**config.mk**
```make
export PLATFORM = sky130hd
export DESIGN_NAME = hyperbus_ctrl
export DESIGN_NICKNAME = d
export VERILOG_FILES = /design/src/rtl/hyperbus_ctrl.sv
export SDC_FILE = /design/constraint.sdc
export NUM_CORES = 1
export LEC_CHECK = 0
export ABC_AREA = 1
export ABC_CLOCK_PERIOD_IN_PS = 3100
export CAP_MARGIN = 40
export CORE_MARGIN = 2
export CORE_UTILIZATION = 41
export CTS_CLUSTER_DIAMETER = 30
export DETAILED_ROUTE_END_ITERATION = 8
export HOLD_SLACK_MARGIN = 0.03
export PLACE_DENSITY_LB_ADDON = 0.1
export SYNTH_ARGS = -nofsm -noshare
export SYNTH_HDL_FRONTEND = slang
export SYNTH_SLANG_ARGS = --single-unit
```
**constraint.sdc**
```tcl
create_clock -name hbus_clk -period 3.1 [get_ports hbus_clk]
set_input_delay 0.62 -clock hbus_clk [delete_from_list [all_inputs] [get_ports hbus_clk]]
set_output_delay 0.62 -clock hbus_clk [all_outputs]
set_load 0.02 [all_outputs]
```
**src/rtl/hyperbus_ctrl.sv**
```systemverilog
// HyperBus transaction controller: turns native word requests into
// CA / latency / data phases on an 8-bit HyperBus PHY, one byte per clock.
module hyperbus_ctrl #(
    parameter int LATENCY    = 6,
    parameter int RECOVERY   = 4,
    parameter int RD_TIMEOUT = 255
) (
    input  logic        hbus_clk,
    input  logic        hbus_rst_n,
    input  logic [31:0] hbus_adr_i,
    input  logic [15:0] hbus_dat_i,
    output logic [15:0] hbus_dat_o,
    input  logic        hbus_rrq,
    input  logic        hbus_wrq,
    output logic        hbus_ready,
    output logic        hbus_valid,
    output logic        hbus_busy,
    output logic        hbus_cs_n_o,
    output logic        hbus_ck_o,
    output logic [7:0]  hbus_dq_o,
    output logic        hbus_dq_oe,
    input  logic [7:0]  hbus_dq_i,
    output logic        hbus_rwds_o,
    output logic        hbus_rwds_oe,
    input  logic        hbus_rwds_i
);

    localparam int CW = $clog2(4*LATENCY + RECOVERY + 8);
    localparam logic [CW-1:0] CA_LAST  = CW'(5);
    localparam logic [CW-1:0] LAT_LAST = CW'(4*LATENCY - 1);
    localparam logic [CW-1:0] LAT_PRE  = CW'(4*LATENCY - 2);
    localparam logic [CW-1:0] REC_LAST = CW'(RECOVERY - 1);
    localparam int TW = $clog2(RD_TIMEOUT + 1);
    localparam logic [TW-1:0] TO_LAST  = TW'(RD_TIMEOUT - 1);

    typedef enum logic [2:0] {S_IDLE, S_CA, S_LAT, S_WDATA, S_RDATA, S_END} state_t;

    state_t        state_q, state_nxt;
    logic [CW-1:0] cnt_q, cnt_nxt;
    logic [47:0]   ca_q, ca_nxt, ca_w;
    logic [7:0]    wlo_q, wlo_nxt;
    logic [7:0]    rhi_q, rhi_nxt;
    logic          have_hi_q, have_hi_nxt;
    logic          stop_q, stop_nxt;
    logic          rd_q, rd_nxt;
    logic [TW-1:0] to_q, to_nxt;
    logic          go_end;

    logic          cs_n_nxt, ck_nxt, dq_oe_nxt, rwds_oe_nxt;
    logic          ready_nxt, valid_nxt, busy_nxt;
    logic [7:0]    dq_nxt;
    logic [15:0]   dat_o_nxt;

    // RWDS is only driven during writes and never masks a byte.
    assign hbus_rwds_o = 1'b0;

    // State, counters and every PHY/native output are registered here.
    always_ff @(posedge hbus_clk or negedge hbus_rst_n) begin
        if (!hbus_rst_n) begin
            state_q      <= S_IDLE;
            cnt_q        <= '0;
            ca_q         <= '0;
            wlo_q        <= '0;
            rhi_q        <= '0;
            have_hi_q    <= 1'b0;
            stop_q       <= 1'b0;
            rd_q         <= 1'b0;
            to_q         <= '0;
            hbus_cs_n_o  <= 1'b1;
            hbus_ck_o    <= 1'b0;
            hbus_dq_o    <= 8'h00;
            hbus_dq_oe   <= 1'b0;
            hbus_rwds_oe <= 1'b0;
            hbus_ready   <= 1'b0;
            hbus_valid   <= 1'b0;
            hbus_busy    <= 1'b0;
            hbus_dat_o   <= 16'h0000;
        end else begin
            state_q      <= state_nxt;
            cnt_q        <= cnt_nxt;
            ca_q         <= ca_nxt;
            wlo_q        <= wlo_nxt;
            rhi_q        <= rhi_nxt;
            have_hi_q    <= have_hi_nxt;
            stop_q       <= stop_nxt;
            rd_q         <= rd_nxt;
            to_q         <= to_nxt;
            hbus_cs_n_o  <= cs_n_nxt;
            hbus_ck_o    <= ck_nxt;
            hbus_dq_o    <= dq_nxt;
            hbus_dq_oe   <= dq_oe_nxt;
            hbus_rwds_oe <= rwds_oe_nxt;
            hbus_ready   <= ready_nxt;
            hbus_valid   <= valid_nxt;
            hbus_busy    <= busy_nxt;
            hbus_dat_o   <= dat_o_nxt;
        end
    end

    // Next state plus the output values for the following cycle; a read that
    // must stop on an odd CS-low cycle spends one padding cycle so CS always
    // stays low for an even count.
    always_comb begin
        state_nxt   = state_q;
        cnt_nxt     = cnt_q;
        ca_nxt      = ca_q;
        ca_w        = '0;
        wlo_nxt     = wlo_q;
        rhi_nxt     = rhi_q;
        have_hi_nxt = have_hi_q;
        stop_nxt    = stop_q;
        rd_nxt      = rd_q;
        to_nxt      = to_q;
        go_end      = 1'b0;
        cs_n_nxt    = hbus_cs_n_o;
        ck_nxt      = 1'b0;
        dq_nxt      = 8'h00;
        dq_oe_nxt   = 1'b0;
        rwds_oe_nxt = 1'b0;
        ready_nxt   = 1'b0;
        valid_nxt   = 1'b0;
        busy_nxt    = hbus_busy;
        dat_o_nxt   = hbus_dat_o;

        case (state_q)
            S_IDLE: begin
                if (hbus_rrq || hbus_wrq) begin
                    rd_nxt    = hbus_rrq;
                    ca_w      = {hbus_rrq, 1'b0, 1'b1, hbus_adr_i[31:3], 13'd0, hbus_adr_i[2:0]};
                    dq_nxt    = ca_w[47:40];
                    ca_nxt    = {ca_w[39:0], 8'h00};
                    state_nxt = S_CA;
                    cnt_nxt   = '0;
                    cs_n_nxt  = 1'b0;
                    dq_oe_nxt = 1'b1;
                    busy_nxt  = 1'b1;
                end
            end
            S_CA: begin
                ck_nxt = ~hbus_ck_o;
                if (cnt_q == CA_LAST) begin
                    state_nxt = S_LAT;
                    cnt_nxt   = '0;
                end else begin
                    cnt_nxt   = cnt_q + CW'(1);
                    dq_nxt    = ca_q[47:40];
                    ca_nxt    = {ca_q[39:0], 8'h00};
                    dq_oe_nxt = 1'b1;
                end
            end
            S_LAT: begin
                ck_nxt = ~hbus_ck_o;
                if (cnt_q == LAT_LAST) begin
                    if (rd_q) begin
                        state_nxt   = S_RDATA;
                        have_hi_nxt = 1'b0;
                        stop_nxt    = 1'b0;
                        to_nxt      = '0;
                    end else begin
                        state_nxt   = S_WDATA;
                        cnt_nxt     = '0;
                        dq_nxt      = hbus_dat_i[15:8];
                        wlo_nxt     = hbus_dat_i[7:0];
                        dq_oe_nxt   = 1'b1;
                        rwds_oe_nxt = 1'b1;
                    end
                end else begin
                    cnt_nxt = cnt_q + CW'(1);
                    if (cnt_q == LAT_PRE && !rd_q) begin
                        ready_nxt = 1'b1;
                    end
                end
            end
            S_WDATA: begin
                ck_nxt = ~hbus_ck_o;
                if (!cnt_q[0]) begin
                    cnt_nxt     = CW'(1);
                    dq_nxt      = wlo_q;
                    dq_oe_nxt   = 1'b1;
                    rwds_oe_nxt = 1'b1;
                    ready_nxt   = hbus_wrq;
                end else if (hbus_ready) begin
                    cnt_nxt     = '0;
                    dq_nxt      = hbus_dat_i[15:8];
                    wlo_nxt     = hbus_dat_i[7:0];
                    dq_oe_nxt   = 1'b1;
                    rwds_oe_nxt = 1'b1;
                end else begin
                    go_end = 1'b1;
                end
            end
            S_RDATA: begin
                ck_nxt = ~hbus_ck_o;
                if (stop_q) begin
                    go_end = 1'b1;
                end else if (!hbus_rrq || (!hbus_rwds_i && to_q == TO_LAST)) begin
                    if (hbus_ck_o) begin
                        go_end = 1'b1;
                    end else begin
                        stop_nxt = 1'b1;
                    end
                end else if (hbus_rwds_i) begin
                    to_nxt = '0;
                    if (have_hi_q) begin
                        dat_o_nxt   = {rhi_q, hbus_dq_i};
                        valid_nxt   = 1'b1;
                        have_hi_nxt = 1'b0;
                    end else begin
                        rhi_nxt     = hbus_dq_i;
                        have_hi_nxt = 1'b1;
                    end
                end else begin
                    to_nxt = to_q + TW'(1);
                end
            end
            S_END: begin
                cs_n_nxt = 1'b1;
                if (cnt_q == REC_LAST) begin
                    state_nxt = S_IDLE;
                    busy_nxt  = 1'b0;
                end else begin
                    cnt_nxt = cnt_q + CW'(1);
                end
            end
            default: begin
                state_nxt = S_IDLE;
            end
        endcase

        if (go_end) begin
            state_nxt   = S_END;
            cnt_nxt     = '0;
            cs_n_nxt    = 1'b1;
            ck_nxt      = 1'b0;
            dq_nxt      = 8'h00;
            dq_oe_nxt   = 1'b0;
            rwds_oe_nxt = 1'b0;
        end
    end

endmodule

```
Word-level counts from Yosys, hierarchy flattened

Index checks and enable logic that the tools add are counted.

Flip-flop bits (word level): 115
Bits in latches: 0
Bits in writable memories: 0
Memory bits (read-only): 0
Input bits: 61
Output and inout bits: 32
Memories kept: 0

$add $sub $neg: 2
Multiply operators: 0
Divide/modulo/power cells: 0
Magnitude comparators: 0
Equal/unequal tests: 29
Shift operators: 0
Mux-type cells: 82
Bitwise logic cells: 4
Reductions and logical operators: 29

Operator list:

| operator              | count |
|---|---|
| $mux W8               | 16 |
| $mux W48              | 2 |
| $pmux W48 S2          | 1 |
| $mux W6               | 8 |
| $mux W1               | 36 |
| $pmux W8 S2           | 2 |
| $pmux W8 S4           | 1 |
| $pmux W6 S5           | 1 |
| $reduce_and A5 Y1     | 6 |
| $ne A2 B2 Y1 const B  | 11 |
| $mux W3               | 6 |
| $ne A3 B3 Y1 const B  | 5 |
| $pmux W3 S5           | 1 |
| $pmux W1 S2           | 7 |
| $eq A6 B5 Y1 const B  | 2 |
| $reduce_and A3 Y1     | 3 |
| $add A8 B1 Y8 const B | 1 |
| $eq A8 B8 Y1 const B  | 1 |
| $ne A4 B4 Y1 const B  | 2 |
| $reduce_bool A2 Y1    | 4 |
| $add A6 B1 Y6 const B | 1 |
| $eq A3 B2 Y1 const B  | 2 |
| $eq A3 B3 Y1 const B  | 2 |
| $eq A6 B2 Y1 const B  | 1 |
| 16 further kinds      | 24 |

Depth between registers and ports, before layout

Word-level depth: 8
Gate-level depth with buffers: 11

Least setup slack after synthesis

OpenSTA, ideal clock, no wires.

Kind: input to register
Start: input port hbus_rwds_i
End: register to_q[0]
Library setup time: 0.074 ns
Arrival: 1.505 ns
Data required time: 3.026 ns
Setup slack: 1.521 ns
Cell stages on the path: 10
Buffers on the path: 1
Cells stage by stage: inv_2 nand2_1 nor2_1 nand2_1 nand2_1 nand2_1 nand3_4 buf_6 nand2_1 o21ai_2

Longest elaborated chain between the ends: 5

Ends and longest elaborated chain:

| what                        | line | text |
|---|---|---|
| from (decl)                 | 25   | `input logic hbus_rwds_i` |
| $logic_not A1 Y1            | 196  | `end else if (!hbus_rrq \|\| (!hbus_rwds_i && to_q == TO_LAST)) begin` |
| $logic_and A1 B1 Y1         | 196  |  |
| $logic_or A1 B1 Y1          | 196  |  |
| $ne A2 B2 Y1 (no line)      | -    |  |
| $reduce_and A5 Y1 (no line) | -    |  |
| to (signal assigned)        | 87   | `to_q <= to_nxt;` |
| to (decl)                   | 46   | `logic [TW-1:0] to_q, to_nxt;` |

Several ways; a longest one is shown, not always the timed one. The select of a mux whose other input is x is not followed.
A chain may end at the register's enable or synchronous reset.

Worst setup path in the final report

Start: register hbus_cs_n_o
End: output port hbus_cs_n_o

RTL lines:

| what                   | line | text |
|---|---|---|
| from (decl)            | 18   | `output logic hbus_cs_n_o,` |
| from (signal assigned) | 88   | `hbus_cs_n_o <= cs_n_nxt;` |

No word-level cell between the ends.

==> impl_metrics.toml <==
[floorplanning]
start_util = 0.4170
die-area_um2 = 12440
io_pins = 93
core_area_um2 = 11370
rows = 39
die_y_um = 111.5
die_x_um = 111.5

[place]
gp_congestion = 0.8499
place_hpwl_um = 7767
port_buffers = 91

[detailed_routing]
dr.pass1.iters = 4
drc = 0
drt_wl_total_um = 10910
ant_nets = 0
avgRoutedWirePerCell_um = 13.70
dr_total_vias = 3927
via_per_inst = 4.933
dr.first_iter.drc_count = 212

[setup_path]
end_kind = "output pin"
path_buf_inv = 1
crit_required_ps = 2480
slowest_stage = "clkdlybuf4s50_1"
cp_top_family = "buffers and inverters"
reg2regPathDepth = 8
start_kind = "register"
cp_slowest_stage_delay_ps = 600
crit_path_cell_trace = "clkdlybuf4s50_1"
path_max_fanout = 2
path_class = "reg -> out"
cp.depth = 1
cp.arrival_ps = 1470

[grt]
grt-ovfl-total = 0
grtUsageTotal = 0.1826
grt_antenna_before_repair = 0
grt_start_max_net_pins = 51
grt_pass1_vias = 3961
grt_first_pass_wirelength_um = 18690

[clock_network]
path_clk_slew_ps = 70
post_cts_resized = 0
cts_buffer_depth = 2
postCtsSetupBuffers = 0
holdBufCountCts = 0
numClockSinks = 97
cts_root_buf = "clkbuf_16"
cts_made_buffers = 9
cts_tree = "built"
clkLatencyLatePin_ps = 340
htree_num_levels = 3

[finish]
fin_nets = 715
drive_above_1_share = 0.1026
area_growth_pct = 26.76
n_antenna_cell = 0

[timing]
rsz0062_at_grt = "no"
setup_tns_ps = 0
tightest_slew_ps = 615.4
finalSetupViolations = 0
fin_hold_ws_ps = 300.5
max_freq_ghz = 0.4777
finalMaxSlewViolations = 0
min_period_over_period = 0.6752
min_period_ps = 2093
skew_ps = 7.669
final_hold_viol_count = 0
max_slew_margin = 0.5897

[logic_synthesis]
async_reset_ff_frac = 1.000
synthCells = 562
synth_top_area_frac = 0.5067
netlist_top_cells_count = "nand2_1 (186), dfrtp_1 (96), inv_1 (46), nor2_1 (40)"
syn_area_um2 = 4741
ys_ff_latch = 97
synth.distinct_cells = 40
yosys-top-cells-area = "dfrtp_1 (51%), nand2_1 (15%), inv_1 (3.6%), nand3_1 (3.6%), o21ai_0 (3.6%)"
synthFlopType = "dfrtp_1"
yosysWarnings = 0
ys_seq_area_frac = 0.5123
synth_area_per_cell_um2 = 8.436
synth_edf_count = 0
yosysMostFrequentCell = "nand2_1"
synth_nets = 628
synth_area_leader_cell = "dfrtp_1"

[flow_run]
cap_violations = 0

[power]
power_frac_seq = 0.392
power_frac_comb = 0.378
p_sw_uw = 1767
p_int_uw = 2784
worst_ir_drop_vdd_uv = 339.8
p_clk_frac = 0.230
switching_share = 0.3882
power.total_uw = 4552
p_per_area_nw_per_um2 = 757.4
cellLeakagePower_uw = 0.002850

[hold_path]
hold_class = "in -> async"

[outcome]
status = "finished clean"
## cells in the final DEF, fill, tap and decap left out, drive strengths merged
| cell | instances |
|---|---|
| a21o | 1 |
| a21oi | 9 |
| a31oi | 16 |
| and3 | 1 |
| buf | 4 |
| clkbuf | 11 |
| clkdlybuf4s50 | 90 |
| clkinv | 3 |
| clkinvlp | 2 |
| conb | 1 |
| dfrtp | 96 |
| dfstp | 1 |
| ha | 5 |
| inv | 55 |
| nand2 | 193 |
| nand3 | 39 |
| nand4 | 11 |
| nor2 | 46 |
| nor3 | 3 |
| o2111ai | 1 |
| o211ai | 2 |
| o21a | 1 |
| o21ai | 53 |
| o21bai | 2 |
| o221ai | 1 |
| o22a | 1 |
| o22ai | 2 |
| or2 | 2 |
| xor2 | 1 |
## logic make-up after synthesis
group	Yosys count	synth area share
other	1	0.0007910
flip-flops	97	0.5123
AND/OR/NAND/NOR	295	0.2779
AO/OA/AOI/OAI	89	0.1193
buffers and inverters	74	0.07469
adder cells (fa/ha/maj)	5	0.01320
XOR/XNOR	1	0.001848
## metal layers
| metal | global-route usage | wire, µm | up-vias |
|---|---|---|---|
| met2 | 0.2980 | 5121 | 85 |
| met1 | 0.2490 | 5134 | 1836 |
| met5 | 0 | 0 | - |
| met4 | 0.06091 | 207 | 0 |
| met3 | 0.03157 | 447 | 15 |
| li1 | - | - | 1991 |
## per-stage QoR
stage / utilization / cells / setup WS [ps] / instance area, µm²
3_5_place_dp: 0.5038 / 781 / 716.7 / 5728
6_report: 0.5286 / 796 / 1007 / 6010
3_3_place_gp: 0.5025 / 780 / 743.1 / 5713
2_1_floorplan: - / 562 / 1521 / 4741
5_1_grt: 0.5286 / 796 / 822.5 / 6010
4_1_cts: 0.5286 / 796 / 987.3 / 6010
## power groups by stage
stage | Combinational, µW | Clock [µW] | Sequential (µW)
after global routing | 1950 | 1130 | 1820
final | 1720 | 1050 | 1790
after floorplan | 1240 | 0 | 1840
after global placement | 1710 | 0 | 1800
after detailed placement | 1730 | 0 | 1810
after CTS | 1740 | 1070 | 1780
## path summary, 6_finish.rpt
check	from	end	slack [ps]
min	hbus_rst_n	to_q[2]$_DFFE_PN0P_	300
min reg2reg	rhi_q[2]$_DFFE_PN0P_	hbus_dat_o[10]$_DFFE_PN0P_	470
max reg2reg	state_q[2]$_DFFE_PN0P_	ca_q[46]$_DFFE_PN0P_	1110
max	hbus_cs_n_o$_DFFE_PN1P_	hbus_cs_n_o	1010
max in group asynchronous	hbus_rst_n	hbus_dq_o[5]$_DFF_PN0_	2100
min in group hbus_clk	rhi_q[2]$_DFFE_PN0P_	hbus_dat_o[10]$_DFFE_PN0P_	470
## worst register-to-register path: stages (launching register included)
cell and delay (ps):
dfrtp_1 460, inv_2 150, nand2_1 110, nor2_4 100, buf_4 300, nand2_4 210, nand2_4 360, o211ai_1 140
o21ai_0 100
## cell type report
class                           instances  area, µm²
Fill cell                            1101       5360
Sequential cell                        97       2429
Multi-Input combinational cell        391       1958
Timing Repair Buffer                   94      950.9
Clock buffer                           11      252.7
Inverter                               56      211.5
Tap cell                              143      178.9
Clock inverter                          4      28.78
## sequential cells by signal, indices dropped and copies added (netlist names), 3 cells and up
signal      flops
ca_q           30
hbus_dat_o     16
hbus_dq_o       8
rhi_q           8
to_q            8
wlo_q           8
cnt_q           6
state_q         3
(Power assumes the default switching activity.)
